===== src/rtl/bcd_to_binary_pkg.sv =====
// Shared constants and types for the BCD-to-binary converter.
package bcd_to_binary_pkg;

  // Converter control states
  typedef enum logic [1:0] {
    StIdle  = 2'd0,
    StShift = 2'd1,
    StDone  = 2'd2
  } state_e;

  // Default geometry: three digits into a 10-bit result, 8-bit score ceiling
  localparam int unsigned NDigitsDef  = 3;
  localparam int unsigned BinWDef     = 10;
  localparam int unsigned ScoreMaxDef = 255;

  // Largest legal value of a single BCD digit
  localparam int unsigned DigitMax = 9;

endpackage


===== src/rtl/bcd_to_binary_if.sv =====
// Start/done handshake and data bundle between a digit source and the converter.
interface bcd_to_binary_if #(
  parameter int unsigned N_DIGITS = 3,
  parameter int unsigned BIN_W    = 10
);

  logic                  start;
  logic [4*N_DIGITS-1:0] bcd;
  logic                  busy;
  logic                  done;
  logic [BIN_W-1:0]      binary;
  logic                  invalid;
  logic                  overflow;

  modport master (
    output start, bcd,
    input  busy, done, binary, invalid, overflow
  );

  modport slave (
    input  start, bcd,
    output busy, done, binary, invalid, overflow
  );

endinterface


===== src/rtl/bcd_to_binary_nibble_adjust.sv =====
// One reverse double-dabble correction: a nibble >= 8 after the shift loses 3.
module bcd_nibble_adjust (
  input  logic [3:0] nib_i,
  output logic [3:0] nib_o
);

  // Bit 3 set means the nibble is at least 8, so the subtract never wraps
  always_comb begin
    nib_o = nib_i;
    if (nib_i[3]) begin
      nib_o = nib_i - 4'd3;
    end
  end

endmodule


===== src/rtl/bcd_to_binary.sv =====
// Sequential BCD-to-binary converter using reverse double-dabble, one bit per clock.
module bcd_to_binary
  import bcd_to_binary_pkg::*;
#(
  parameter int unsigned N_DIGITS  = NDigitsDef,
  parameter int unsigned BIN_W     = BinWDef,
  parameter int unsigned SCORE_MAX = ScoreMaxDef
) (
  input logic            clk,
  input logic            rst_n,
  bcd_to_binary_if.slave bus
);

  localparam int unsigned BcdW  = 4 * N_DIGITS;
  localparam int unsigned WorkW = BcdW + BIN_W;
  localparam int unsigned CntW  = $clog2(BIN_W + 1);

  state_e             state_q, state_d;
  logic [WorkW-1:0]   work_q, work_d;
  logic [WorkW-1:0]   work_shr, work_step;
  logic [CntW-1:0]    cnt_q, cnt_d;
  logic [BIN_W-1:0]   binary_q, binary_d;
  logic               invalid_q, invalid_d;
  logic               overflow_q, overflow_d;
  logic               any_bad;
  logic               last_step;

  // Flag any digit of the presented input above 9
  always_comb begin
    any_bad = 1'b0;
    for (int i = 0; i < int'(N_DIGITS); i++) begin
      if (bus.bcd[4*i +: 4] > 4'(DigitMax)) begin
        any_bad = 1'b1;
      end
    end
  end

  // One conversion step: shift the {bcd_part, bin_part} register right, then fix each digit
  assign work_shr = work_q >> 1;
  assign work_step[BIN_W-1:0] = work_shr[BIN_W-1:0];

  for (genvar g = 0; g < int'(N_DIGITS); g++) begin : gen_adj
    bcd_nibble_adjust u_adj (
      .nib_i (work_shr[BIN_W + 4*g +: 4]),
      .nib_o (work_step[BIN_W + 4*g +: 4])
    );
  end

  assign last_step = (cnt_q == CntW'(BIN_W - 1));

  // Next-state, datapath and result update
  always_comb begin
    state_d    = state_q;
    work_d     = work_q;
    cnt_d      = cnt_q;
    binary_d   = binary_q;
    invalid_d  = invalid_q;
    overflow_d = overflow_q;
    unique case (state_q)
      StIdle: begin
        if (bus.start) begin
          if (any_bad) begin
            binary_d   = '0;
            invalid_d  = 1'b1;
            overflow_d = 1'b0;
            state_d    = StDone;
          end else begin
            work_d    = {bus.bcd, {BIN_W{1'b0}}};
            cnt_d     = '0;
            invalid_d = 1'b0;
            state_d   = StShift;
          end
        end
      end
      StShift: begin
        work_d = work_step;
        cnt_d  = cnt_q + 1'b1;
        if (last_step) begin
          binary_d   = work_step[BIN_W-1:0];
          overflow_d = (work_step[BIN_W-1:0] > BIN_W'(SCORE_MAX));
          state_d    = StDone;
        end
      end
      StDone: begin
        state_d = StIdle;
      end
      default: begin
        state_d = StIdle;
      end
    endcase
  end

  // State and result registers; reset aborts any conversion in flight
  always_ff @(posedge clk or negedge rst_n) begin
    if (!rst_n) begin
      state_q    <= StIdle;
      work_q     <= '0;
      cnt_q      <= '0;
      binary_q   <= '0;
      invalid_q  <= 1'b0;
      overflow_q <= 1'b0;
    end else begin
      state_q    <= state_d;
      work_q     <= work_d;
      cnt_q      <= cnt_d;
      binary_q   <= binary_d;
      invalid_q  <= invalid_d;
      overflow_q <= overflow_d;
    end
  end

  assign bus.busy     = (state_q == StShift);
  assign bus.done     = (state_q == StDone);
  assign bus.binary   = binary_q;
  assign bus.invalid  = invalid_q;
  assign bus.overflow = overflow_q;

  // All BCD weight must have drained into the binary part by the final step
  a_bcd_drained: assert property (@(posedge clk) disable iff (!rst_n)
    (state_q == StShift && last_step) |-> (work_step[WorkW-1:BIN_W] == '0));

endmodule


===== src/flat_wrapper.sv =====
// flat-port wrapper written by rule: the top's interface ports become plain ports
module bcd_to_binary_flat import bcd_to_binary_pkg::*;
#(
  parameter int unsigned N_DIGITS  = NDigitsDef,
  parameter int unsigned BIN_W     = BinWDef,
  parameter int unsigned SCORE_MAX = ScoreMaxDef
)
  (clk, rst_n, bus_start, bus_bcd, bus_busy, bus_done, bus_binary, bus_invalid, bus_overflow);
  bcd_to_binary_if #(.N_DIGITS(N_DIGITS), .BIN_W(BIN_W)) bus_i ();
  input logic clk;
  input logic rst_n;
  input wire logic [$bits(bus_i.start)-1:0] bus_start;
  input wire logic [$bits(bus_i.bcd)-1:0] bus_bcd;
  output wire logic [$bits(bus_i.busy)-1:0] bus_busy;
  output wire logic [$bits(bus_i.done)-1:0] bus_done;
  output wire logic [$bits(bus_i.binary)-1:0] bus_binary;
  output wire logic [$bits(bus_i.invalid)-1:0] bus_invalid;
  output wire logic [$bits(bus_i.overflow)-1:0] bus_overflow;
  assign bus_i.start = bus_start;
  assign bus_i.bcd = bus_bcd;
  assign bus_busy = bus_i.busy;
  assign bus_done = bus_i.done;
  assign bus_binary = bus_i.binary;
  assign bus_invalid = bus_i.invalid;
  assign bus_overflow = bus_i.overflow;
  bcd_to_binary #(.N_DIGITS(N_DIGITS), .BIN_W(BIN_W), .SCORE_MAX(SCORE_MAX)) u_core (.clk(clk), .rst_n(rst_n), .bus(bus_i));
endmodule

===== config.mk =====
export PLATFORM = sky130hd
export DESIGN_NAME = bcd_to_binary_flat
export DESIGN_NICKNAME = d
export VERILOG_FILES = /design/src/rtl/bcd_to_binary_pkg.sv /design/src/rtl/bcd_to_binary_if.sv /design/src/rtl/bcd_to_binary_nibble_adjust.sv /design/src/rtl/bcd_to_binary.sv /design/src/flat_wrapper.sv
export SDC_FILE = /design/constraint.sdc
export NUM_CORES = 1
export LEC_CHECK = 0
export BUFFER_PORTS_ARGS = -buffer_cell sky130_fd_sc_hd__buf_2
export CAP_MARGIN = 20
export CORE_MARGIN = 2
export CORE_UTILIZATION = 50
export DETAILED_ROUTE_END_ITERATION = 7
export GPL_TIMING_DRIVEN = 0
export PLACE_DENSITY_LB_ADDON = 0.12
export SLEW_MARGIN = 10
export SYNTH_ARGS = -nofsm -noshare
export SYNTH_HDL_FRONTEND = slang
export SYNTH_HIERARCHICAL = 1
export SYNTH_SLANG_ARGS = --single-unit
export TNS_END_PERCENT = 100

===== constraint.sdc =====
create_clock -name clk -period 1.25 [get_ports clk]
set_input_delay 0.0625 -clock clk [delete_from_list [all_inputs] [get_ports clk]]
set_output_delay 0.0625 -clock clk [all_outputs]
set_load 0.03 [all_outputs]

==> impl_metrics.json, run 1 <==
{
  "status": "complete, but fails checks",
  "violations": "setup timing",
  "cts_sinks": 39,
  "detail-route-antenna-nets": 0,
  "synth.largest_area_cell": "dfrtp_1",
  "worst_hold_slack_ps": 49.9,
  "required_ps": 1430,
  "worst_slew_pin_slew_ps": 854,
  "vias": 1446,
  "min_path_type": "primary input to register",
  "clk_pin_slew_ps": 80,
  "yosys_warnings": 6,
  "final_util_pct": 70.6,
  "max_cap_viol_count": 0,
  "dp_slack_ps": -203,
  "dp_hpwl_um": 2630,
  "swShare_pct": 35.1,
  "overflow": 0,
  "grt_max_degree": 40,
  "syn_area_sq_um": 1870,
  "rsz0062_at_grt": "yes",
  "critPathArrivalTime_ps": 1660,
  "synth_seq_area_share_pct": 52.2,
  "grt_pass1_vias": 1498,
  "syn_to_final_growth_pct": 37.3,
  "final_common_cell": "dfrtp_1",
  "p_per_area_nw_per_um2": 2500,
  "p_int_uw": 4150,
  "drive_above_1_share_pct": 38.5,
  "critPathKind": "register to register",
  "routedWlPerCell_um": 16.5,
  "clock.fmax_ghz": 0.676,
  "gp_congestion": 0.825,
  "dr.pass1.iters": 4,
  "start_util_pct": 51.4,
  "seq_power_share_pct": 33.2,
  "final_area_sq_um": 2560,
  "pwr-share-comb_pct": 47.3,
  "clock_power_share_pct": 19.5,
  "clock_path_buffers": 2,
  "numCtsBuffers": 5,
  "drtIter0Drc": 72,
  "die_w_um": 65.1,
  "grt_use_total_pct": 21.9,
  "setup_viol": 40,
  "syn_area_per_cell_sq_um": 11.7,
  "crit_fanout": 4,
  "synth_cell_types": 31,
  "worstSetupEndpointType": "register",
  "diodes": 0,
  "switchingPower_uw": 2250,
  "report.final.hold_viol_count": 0,
  "cts-root-buf": "clkbuf_8",
  "antenna_found_initial": 0,
  "final_cell_mix": "39 x dfrtp_1, 26 x buf_2, 19 x a22o_1",
  "crit_path_start_kind": "register",
  "htree_levels": 2,
  "synth.top_cells.by_area": "dfrtp_1 52%, a22o_1 8.9%, mux2i_1 6.4%, o21ai_1 4.6%, ha_1 3.3%",
  "finalNetCount": 237,
  "slew_violations": 0,
  "via_per_inst": 5.44,
  "period_minus_slack_ps": 1480,
  "die_h_um": 65.1,
  "numPortBuffers": 28,
  "ir_drop_mv": 1.33,
  "wirelength_um": 4390,
  "leakage_uw": 0.00127,
  "tritoncts": "done",
  "io_pins": 29,
  "drc": 0,
  "post-route-period-util_pct": 118,
  "clk_latency_ps": 300,
  "ys_ff_latch": 39,
  "final.setup.tns_ps": -5710,
  "fp-row-count": 22,
  "synth_top_area_share_pct": 52.2,
  "relSlewSlack_pct": 43.1,
  "die-area_sq_um": 4240,
  "placed_area_sq_um": 2090,
  "skew_ps": 4.64,
  "core_area_sq_um": 3630,
  "syn_inst": 159,
  "grt_pass1_wl_um": 7050,
  "setup_slack_ps": -230
}
cell families after synthesis:
kind of cell             after synthesis  share of synthesized area (%)
XOR/XNOR                               6                           2.81
multiplexers                          15                           8.84
adder cells (fa/ha/maj)                5                           3.35
buffers and inverters                 12                           4.42
flip-flops                            39                           52.2
AND/OR/NAND/NOR                       32                           9.11
other                                  1                          0.201
AO/OA/AOI/OAI                         49                           19.0
state kept, by name, indices dropped and copies added, names as in the netlist:
register,cells
u_core/bus.overflow,1
u_core/work_q,21
u_core/bus.binary,10
u_core/state_q,2
u_core/bus.invalid,1
u_core/cnt_q,4
repair_timing:
item	in CTS	in global routing
endpoints found under the hold margin	39	0
pin swaps	4	4
hold buffers	1	0
setup endpoints to repair	34	40
setup buffers	8	7
gates cloned	1	3
gates resized for setup	17	21
cells in the mapped netlist:
library cell / instances
nand2_1: 16
a21oi_2: 1
and2b_1: 1
o21ai_0: 1
xnor2_1: 3
dfrtp_1: 39
a21oi_1: 3
nand3_1: 2
ha_1: 5
a21bo_1: 1
nor2b_1: 5
nand2b_4: 1
or3_1: 2
buf_2: 4
o21a_1: 1
mux2i_1: 12
nand2b_1: 3
a41oi_2: 1
conb_1: 1
o21ai_1: 17
mux2_4: 3
inv_4: 1
nand4_1: 1
nor3_2: 1
inv_2: 1
inv_1: 2
a22o_1: 19
o21ai_2: 3
a21boi_1: 2
xor2_1: 3
buf_6: 4
critical path, stage by stage (launching register included):
cell	delay, ps
dfrtp_1	380
buf_4	150
nor2b_4	130
and2b_2	210
nand4_1	230
a21boi_2	260
final timing paths:
check / cells after the start / start / slack, ps / to
setup / recovery: 5 / u_core/state_q[1] / -230 / u_core/cnt_q[3]
max in group asynchronous: 2 / rst_n / 300 / u_core/state_q[0]
setup reg to reg: 5 / u_core/state_q[1] / -230 / u_core/cnt_q[3]
hold / removal: 3 / bus_bcd[8] / 50 / u_core/work_q[18]
hold reg to reg: 1 / u_core/bus.binary[3] / 500 / u_core/bus.binary[3]
min in group asynchronous: 2 / rst_n / 410 / u_core/cnt_q[0]
power groups by stage:
| stage | Clock, uW | Sequential [uW] | Combinational, uW |
|---|---|---|---|
| after detailed placement | 0 | 2140 | 2030 |
| after global placement | 0 | 2100 | 1940 |
| final | 1250 | 2130 | 3030 |
| after global routing | 1320 | 2190 | 3290 |
| after CTS | 1260 | 2110 | 2490 |
| after floorplan | 0 | 2080 | 1560 |
area by class of cell:
class                   count  area [sq um]
flip-flops and latches     39           976
fillers                   258          1070
inverters                   4          20.0
clock buffers               6          72.6
repair buffers             48           372
plain buffers               8           106
clock inverters             2          60.1
multi-input cells         111           898
well taps                  48          60.1
layer usage:
| metal | vias up | share of wire, % | global-route usage (%) |
|---|---|---|---|
| met5 | - | 0 | 0 |
| met4 | 0 | 1.6 | 11.2 |
| met3 | 10 | 5.3 | 3.94 |
| met2 | 43 | 49 | 34.5 |
| met1 | 713 | 44 | 29.3 |
| li1 | 680 | - | - |
through the flow:
step,cells,total power (uW)
2_1_floorplan,162,3650
3_3_place_gp,238,4040
3_5_place_dp,238,4170
4_1_cts,256,5860
5_1_grt,266,6800
6_report,266,6400
No activity file was read; power rests on OpenSTA's default activity.
==> run 2, diff against run 1 <==
- CORE_UTILIZATION: 50 -> 39
==> run 2 against run 1 <==
Compared with the run above:
- clock power fell by 32%
- die area increased by 26%
- utilization shrank 17 points
- design area is 2.4% lower
- the run still ends with setup timing left
- first-iteration DRC count is 18% higher
- sequential power up 2%
- fmax increased by 3.7%
- highest routed layer unchanged
- via count fell by 2.1%
- clock skew about the same
- critical endpoint is now u_core/cnt_q[2]
- worst hold slack better by 2.3 ps
- wire length decreased by 2.5%
==> impl_metrics.json, run 2 (synthesized netlist as in run 1, its figures left out) <==
{
  "numCtsBuffers": 5,
  "via_per_inst": 5.26,
  "diodes": 0,
  "leakage_uw": 0.00123,
  "p_per_area_nw_per_um2": 2360,
  "pwr-share-comb_pct": 49.0,
  "final_cell_mix": "39 x dfrtp_1, 27 x buf_2, 19 x a22o_1",
  "setup_slack_ps": -177,
  "worstSetupEndpointType": "register",
  "rsz0062_at_grt": "yes",
  "violations": "setup timing",
  "numPortBuffers": 28,
  "switchingPower_uw": 2230,
  "swShare_pct": 37.7,
  "status": "complete, but fails checks",
  "path_buf_inv": 1,
  "clock_power_share_pct": 14.3,
  "post-route-period-util_pct": 114,
  "crit_path_start_kind": "register",
  "grt_use_total_pct": 16.5,
  "dr.pass1.iters": 4,
  "grt_max_degree": 40,
  "largest_reg_flops": 21,
  "finalNetCount": 235,
  "crit_fanout": 3,
  "final_common_cell": "dfrtp_1",
  "cts-root-buf": "clkbuf_8",
  "htree_levels": 2,
  "die-area_sq_um": 5360,
  "required_ps": 1460,
  "worst_slew_pin_slew_ps": 860,
  "grt_pass1_vias": 1442,
  "critPathKind": "register to register",
  "worst_hold_slack_ps": 52.2,
  "num-fill-cells": 408,
  "clk_latency_ps": 290,
  "wirelength_um": 4280,
  "crit_family": "simple AND/OR/NAND/NOR gates",
  "min_path_type": "primary input to register",
  "p_int_uw": 3680,
  "clock_path_buffers": 2,
  "report.final.hold_viol_count": 0,
  "core_area_sq_um": 4660,
  "cts_sinks": 39,
  "max_cap_viol_count": 0,
  "slew_violations": 0,
  "relSlewSlack_pct": 42.6,
  "drc": 0,
  "dp_hpwl_um": 2800,
  "slowest_stage": "dfrtp_1",
  "antenna_found_initial": 0,
  "path_cells": "nor2b_2 -> a41oi_4 -> buf_4 -> or3_1 -> a21boi_1",
  "fp-row-count": 25,
  "clock.fmax_ghz": 0.701,
  "vias": 1415,
  "critPathArrivalTime_ps": 1640,
  "detail-route-antenna-nets": 0,
  "start_util_pct": 40.1,
  "die_w_um": 73.2,
  "io_pins": 29,
  "setup_viol": 39,
  "syn_to_final_growth_pct": 34.0,
  "die_h_um": 73.2,
  "drtIter0Drc": 85,
  "tritoncts": "done",
  "routedWlPerCell_um": 15.9,
  "period_minus_slack_ps": 1430,
  "seq_power_share_pct": 36.7,
  "gp_congestion": 0.812,
  "skew_ps": 4.58,
  "overflow": 0,
  "ir_drop_mv": 1.13,
  "slowest_delay_ps": 420,
  "drive_above_1_share_pct": 43.3,
  "clk_pin_slew_ps": 70,
  "final.setup.tns_ps": -4990,
  "grt_pass1_wl_um": 6640,
  "largest_register": "u_core/work_q"
}
## run 2: path summary, 6_finish.rpt
| check | startpoint | to | slack [ps] | cells after the start |
|---|---|---|---|---|
| hold / removal | bus_bcd[8] | u_core/work_q[18] | 50 | 3 |
| max in group asynchronous | rst_n | u_core/cnt_q[1] | 290 | 2 |
| min in group asynchronous | rst_n | u_core/bus.binary[2] | 430 | 2 |
| setup reg to reg | u_core/state_q[1] | u_core/cnt_q[2] | -180 | 5 |
| hold reg to reg | u_core/bus.overflow | u_core/bus.overflow | 490 | 1 |
| setup / recovery | u_core/state_q[1] | u_core/cnt_q[2] | -180 | 5 |
## run 2: power groups by stage
stage	clock, uW	sequential (uW)	combinational [uW]
floorplan	0	2080	1560
global placement	0	2120	1970
detailed placement	0	2140	2060
CTS	883	2120	2390
global route	923	2220	3150
finish	845	2170	2900
## run 2: cell type report
type / count / area, sq um / share of cell area, %
well taps: 54 / 67.6 / 2.70
flip-flops and latches: 39 / 976 / 39.0
multi-input cells: 111 / 915 / 36.5
clock inverters: 1 / 5.00 / 0.200
plain buffers: 8 / 105 / 4.20
inverters: 4 / 22.5 / 0.900
repair buffers: 46 / 330 / 13.2
clock buffers: 6 / 82.6 / 3.30
## run 2: worst register-to-register path, delay by kind of cell, from the launching register on
family	cells	cell delay (ps)
flip-flops	1	420
AO/OA/AOI/OAI	2	260
AND/OR/NAND/NOR	2	510
buffers and inverters	1	170
## run 2: layer usage
metal	vias to the layer above	part of all wire (%)	track usage [%]
met3	10	4.1	4.14
met2	33	49	28.4
met5	-	0	0
li1	676	-	-
met4	0	2.7	7.00
met1	696	44	19.3
## run 2: repair_timing
item                                   4_1_cts  5_1_grt
gates resized for setup                     16       29
pin swaps                                    2        9
setup endpoints to repair                   37       39
endpoints found under the hold margin       39        0
setup buffers                                8        6
cloned                                       0        3
hold buffers                                 1        0
## run 2: per-stage QoR
stage                     utilization, %  setup WS [ps]  total power, uW  std cells  cell area [sq um]
final                               53.7           -177             5910        269               2500
after global routing                53.7           -234             6290        269               2500
after CTS                           49.6           -152             5390        260               2310
after detailed placement            44.9           -218             4200        244               2090
after global placement              44.9           -200             4090        244               2090
after floorplan                        -          -23.8             3650        162               1890
